--- src/rtl/spi_pkg.sv ---
// Shared types and constants for the SPI frame master.
// The master runs mode 3; sampling polarity is derived from CPOL/CPHA.
package spi_pkg;

    typedef enum logic [2:0] {
        IDLE,
        LEAD,
        SHIFT,
        TRAIL,
        GAP
    } spi_state_e;

    localparam logic CPOL = 1'b1;
    localparam logic CPHA = 1'b1;

    // SCLK level reached by the edge on which MISO is sampled (high for mode 3)
    localparam logic SAMPLE_LEVEL = CPOL ~^ CPHA;

    localparam int DEFAULT_SIZE    = 40;
    localparam int DEFAULT_CLK_DIV = 4;

endpackage

--- src/rtl/spi_halfperiod_tick.sv ---
// Restartable half-period timer: one-cycle tick every CLK_DIV cycles,
// held at phase zero while clear_in is high so SCLK aligns to CS_N.
module spi_halfperiod_tick #(
    parameter int CLK_DIV = 4
) (
    input  logic clk_in,
    input  logic rst_n_in,
    input  logic clear_in,
    output logic tick_out
);

    localparam int CNT_W = $clog2(CLK_DIV + 1);
    localparam logic [CNT_W-1:0] CNT_LAST = CNT_W'(CLK_DIV - 1);

    logic [CNT_W-1:0] cnt_q;
    logic [CNT_W-1:0] cnt_d;

    always_comb begin
        cnt_d    = cnt_q;
        tick_out = 1'b0;
        if (clear_in) begin
            cnt_d = '0;
        end else if (cnt_q == CNT_LAST) begin
            cnt_d    = '0;
            tick_out = 1'b1;
        end else begin
            cnt_d = cnt_q + CNT_W'(1);
        end
    end

    always_ff @(posedge clk_in or negedge rst_n_in) begin
        if (!rst_n_in) begin
            cnt_q <= '0;
        end else begin
            cnt_q <= cnt_d;
        end
    end

endmodule

--- src/rtl/spi_frame_master.sv ---
// Frame-level SPI master (mode 3): shifts one SIZE-bit word out on MOSI while
// capturing MISO, framing each transfer with CS_N lead, trail and gap times.
module spi_frame_master
    import spi_pkg::*;
#(
    parameter int SIZE    = DEFAULT_SIZE,
    parameter int CLK_DIV = DEFAULT_CLK_DIV
) (
    input  logic            clk_in,
    input  logic            rst_n_in,
    input  logic [SIZE-1:0] data_in,
    input  logic            valid_in,
    output logic            ready_out,
    output logic [SIZE-1:0] data_out,
    output logic            done_out,
    output logic            sclk_out,
    output logic            mosi_out,
    input  logic            miso_in,
    output logic            cs_n_out
);

    localparam int BIT_W = $clog2(SIZE + 1);
    localparam logic [BIT_W-1:0] BIT_LAST = BIT_W'(SIZE - 1);

    spi_state_e       state_q, state_d;
    logic [SIZE-1:0]  tx_shift_q, tx_shift_d;
    logic [SIZE-1:0]  rx_shift_q, rx_shift_d;
    logic [BIT_W-1:0] bit_cnt_q, bit_cnt_d;
    logic [SIZE-1:0]  data_q, data_d;
    logic             done_q, done_d;
    logic             sclk_q, sclk_d;
    logic             mosi_q, mosi_d;
    logic             cs_n_q, cs_n_d;
    logic             tick;

    // Timer is parked while idle so the first tick lands exactly D cycles after accept
    spi_halfperiod_tick #(
        .CLK_DIV (CLK_DIV)
    ) u_tick (
        .clk_in   (clk_in),
        .rst_n_in (rst_n_in),
        .clear_in (state_q == IDLE),
        .tick_out (tick)
    );

    always_comb begin
        state_d    = state_q;
        tx_shift_d = tx_shift_q;
        rx_shift_d = rx_shift_q;
        bit_cnt_d  = bit_cnt_q;
        data_d     = data_q;
        done_d     = 1'b0;
        sclk_d     = sclk_q;
        mosi_d     = mosi_q;
        cs_n_d     = cs_n_q;

        unique case (state_q)
            IDLE: begin
                if (valid_in) begin
                    tx_shift_d = data_in;
                    bit_cnt_d  = '0;
                    cs_n_d     = 1'b0;
                    state_d    = LEAD;
                end
            end
            LEAD: begin
                if (tick) begin
                    sclk_d  = ~CPOL;
                    mosi_d  = tx_shift_q[SIZE-1];
                    state_d = SHIFT;
                end
            end
            SHIFT: begin
                if (tick) begin
                    sclk_d = ~sclk_q;
                    if (sclk_q != SAMPLE_LEVEL) begin
                        rx_shift_d = {rx_shift_q[SIZE-2:0], miso_in};
                        bit_cnt_d  = bit_cnt_q + BIT_W'(1);
                        if (bit_cnt_q == BIT_LAST) begin
                            state_d = TRAIL;
                        end
                    end else begin
                        tx_shift_d = {tx_shift_q[SIZE-2:0], 1'b0};
                        mosi_d     = tx_shift_q[SIZE-2];
                    end
                end
            end
            TRAIL: begin
                if (tick) begin
                    cs_n_d  = 1'b1;
                    data_d  = rx_shift_q;
                    done_d  = 1'b1;
                    mosi_d  = 1'b0;
                    state_d = GAP;
                end
            end
            GAP: begin
                if (tick) begin
                    bit_cnt_d = '0;
                    state_d   = IDLE;
                end
            end
            default: begin
                state_d = IDLE;
            end
        endcase
    end

    always_ff @(posedge clk_in or negedge rst_n_in) begin
        if (!rst_n_in) begin
            state_q    <= IDLE;
            tx_shift_q <= '0;
            rx_shift_q <= '0;
            bit_cnt_q  <= '0;
            data_q     <= '0;
            done_q     <= 1'b0;
            sclk_q     <= CPOL;
            mosi_q     <= 1'b0;
            cs_n_q     <= 1'b1;
        end else begin
            state_q    <= state_d;
            tx_shift_q <= tx_shift_d;
            rx_shift_q <= rx_shift_d;
            bit_cnt_q  <= bit_cnt_d;
            data_q     <= data_d;
            done_q     <= done_d;
            sclk_q     <= sclk_d;
            mosi_q     <= mosi_d;
            cs_n_q     <= cs_n_d;
        end
    end

    assign ready_out = (state_q == IDLE);
    assign data_out  = data_q;
    assign done_out  = done_q;
    assign sclk_out  = sclk_q;
    assign mosi_out  = mosi_q;
    assign cs_n_out  = cs_n_q;

endmodule

--- config.mk ---
export PLATFORM = sky130hd
export DESIGN_NAME = spi_frame_master
export DESIGN_NICKNAME = d
export VERILOG_FILES = /design/src/rtl/spi_pkg.sv /design/src/rtl/spi_halfperiod_tick.sv /design/src/rtl/spi_frame_master.sv
export SDC_FILE = /design/constraint.sdc
export NUM_CORES = 1
export LEC_CHECK = 0
export ABC_AREA = 1
export CAP_MARGIN = 0
export CORE_ASPECT_RATIO = 0.7
export CORE_MARGIN = 8
export CORE_UTILIZATION = 25
export DETAILED_ROUTE_END_ITERATION = 10
export GPL_ROUTABILITY_DRIVEN = 0
export MAX_ROUTING_LAYER = met4
export PLACE_DENSITY = 0.45
export SETUP_SLACK_MARGIN = 0.3
export SKIP_CTS_REPAIR_TIMING = 1
export SLEW_MARGIN = 20
export SYNTH_ARGS = -nofsm -noshare
export SYNTH_HDL_FRONTEND = slang
export SYNTH_SLANG_ARGS = --single-unit
export TNS_END_PERCENT = 5
--- constraint.sdc ---
create_clock -name clk_in -period 1.65 [get_ports clk_in]
set_input_delay 0.33 -clock clk_in [delete_from_list [all_inputs] [get_ports clk_in]]
set_output_delay 0.33 -clock clk_in [all_outputs]
set_load 0.05 [all_outputs]
==> flow_metrics.tcl <==
set metrics [dict create \
    wl_met3_um 620 \
    port_buffers 88 \
    worst-path-max-fanout 5 \
    clk_path_buf_depth 2 \
    pin_count 89 \
    worstMarginPinSlew_ns 0.408 \
    ir_drop_mv 0.741 \
    grt_max_degree 70 \
    wl_um 15900 \
    cap_violations 0 \
    fin_area_um2 8380 \
    mappedNetlistArea_um2 5850 \
    syn_area_per_cell_um2 8.17 \
    p_total_mw 13.2 \
    yosys.area.top_type_share 0.573 \
    die_x_um 199 \
    syn_nets 762 \
    wl_per_cell_um 13.8 \
    criticalPathCategory "flip-flop to output pin" \
    finClkSkew_ns 0.00772 \
    coreArea_um2 23300 \
    cts.htree.levels 4 \
    cts_tree "yes" \
    wl_met2_um 6970 \
    clkTransAtPathRegs_ns 0.07 \
    grt_pass1_vias 4471 \
    antenna_found_initial 0 \
    hpwl_um 9740 \
    min_period_ns 1.63 \
    powerDensity_nw_per_um2 1570 \
    setup-violations-final 0 \
    ant_nets 0 \
    layout_commonest_cell "nand2_1" \
    die_area_um2 28600 \
    cp-end-kind "output pin" \
    wirelength_met1_um 8190 \
    overflow 0 \
    std_cell_rows 47 \
    dpl_cell_area_um2 7230 \
    min_path_type "primary input to asynchronous set/reset pin" \
    yosys_warnings 0 \
    syn_inst 716 \
    critPathRequiredTime_ns 1.32 \
    die_h_um 144 \
    cts-root-buf "clkbuf_16" \
    synth_area_leaders "dfrtp_1 (57%), nand2_1 (21%), nand3_1 (4.2%)" \
    leakagePower_nw 4.04 \
    layout-drive-gt1-share 0.189 \
    status "completed" \
    fmax_mhz 613 \
    top_layer_used "met4" \
    period_share 0.989 \
    clkSinkCount 136 \
    yosys_register_bits 136 \
    drv_slew 0 \
    via_per_inst 4.06 \
    finalHoldViolCount 0 \
    drt_iter0_drc 223 \
    rsz0062_at_grt "true" \
    drt_first_pass_iters 4 \
    nets 871 \
    layout_common_cells "nand2_1 (317), dfrtp_1 (130), inv_1 (52)" \
    clock_latency_ns 0.42 \
    drc 0 \
    worst_slack_ns 0.0181 \
    grt_util_all_layers 0.109 \
    initial_utilization 0.251 \
    syn_to_final_growth_pct 43.1 \
    synth.distinct_cells 23 \
    slew_headroom 0.728 \
    pre_cts_slack_ns 0.00696 \
    start_kind "flip-flop" \
    synth_seq_area_share 0.582 \
    numCtsBuffers 17 \
    worstPathArrival_ns 1.30 \
    grt_pass1_wl_um 24100 \
    yosys.area.top_type "dfrtp_1" \
    diodes 0 \
    num_vias 4695 \
]
[cells in the mapped netlist]
cell type,count
a21oi_1,2
a22oi_1,1
buf_1,2
buf_2,24
buf_6,2
clkbuf_1,9
dfrtp_1,134
dfstp_2,2
ha_1,2
inv_1,53
inv_2,4
nand2_1,327
nand2_2,2
nand3_1,49
nand3_2,1
nand4_1,2
nor2_1,10
nor2_2,3
nor3_1,3
o21ai_0,47
o21ai_1,34
o22ai_1,2
xor2_1,1
[final timing paths]
kind,from,endpoint,slack (ns),depth (start not counted)
worst max-delay path,state_q[0]$_DFFE_PN0P_,ready_out,0.02,4
worst min-delay path,rst_n_in,data_out[24]$_DFFE_PN0P_,0.40,2
worst max register to register,state_q[1]$_DFFE_PN0P_,rx_shift_q[3]$_DFFE_PN0P_,0.08,8
worst min register to register,u_tick.cnt_q[0]$_DFF_PN0_,u_tick.cnt_q[0]$_DFF_PN0_,0.44,1
max in group asynchronous,rst_n_in,cs_n_out$_DFFE_PN1P_,0.67,3
min in group clk_in,u_tick.cnt_q[0]$_DFF_PN0_,u_tick.cnt_q[0]$_DFF_PN0_,0.44,1
[state kept, by name (all words and copies together) (netlist names)]
register and cells:
mosi_out 1, bit_cnt_q 6, tx_shift_q 40, done_out 1, state_q 3, cs_n_out 1, u_tick.cnt_q 3, rx_shift_q 40
data_out 40, sclk_out 1
[worst max-delay path, cell delays in order (launching register included)]
cell,delay [ns]
dfrtp_2,0.44
nor2_4,0.15
nand2_4,0.09
inv_8,0.08
buf_12,0.13
[where the power goes]
part / total, mW / internal (mW) / switching [mW]
clock: 3.86 / 2.19 / 1.67
combinational: 4.96 / 2.07 / 2.89
sequential: 4.37 / 3.99 / 0.384
[logic make-up (layout without fill, tap and decap cells)]
| logic type | count (synthesis) | count (layout) | share of synthesized area |
|---|---|---|---|
| AO/OA/AOI/OAI | 86 | 86 | 0.0744 |
| XOR/XNOR | 1 | 1 | 0.00150 |
| adder cells (fa/ha/maj) | 2 | 2 | 0.00428 |
| buffers and inverters | 94 | 216 | 0.0680 |
| flip-flops | 136 | 136 | 0.582 |
| AND/OR/NAND/NOR | 397 | 397 | 0.270 |
[final cells by class]
type | count | area (um^2)
multi-input cells | 486 | 2190
clock buffers | 18 | 439
fillers | 2414 | 14900
flip-flops and latches | 136 | 3410
inverters | 57 | 224
clock inverters | 14 | 151
well taps | 318 | 398
repair buffers | 127 | 1560
[metal layers]
metal,GRT usage,up-vias
met5,-,-
met1,0.155,2166
li1,-,2462
met4,0.0303,0
met2,0.147,59
met3,0.0319,8
[metrics by stage]
step | setup TNS [ns] | util | hold slack, ns | cells
3_5_place_dp | 0 | 0.310 | 0.285 | 1109
3_3_place_gp | 0 | 0.310 | 0.279 | 1109
4_1_cts | -0.130 | 0.336 | -0.178 | 1141
2_1_floorplan | 0 | - | 0.0344 | 716
6_report | 0 | 0.360 | 0.403 | 1156
5_1_grt | -0.454 | 0.360 | 0.414 | 1156
Note: power is estimated with default switching activity, not from simulation.
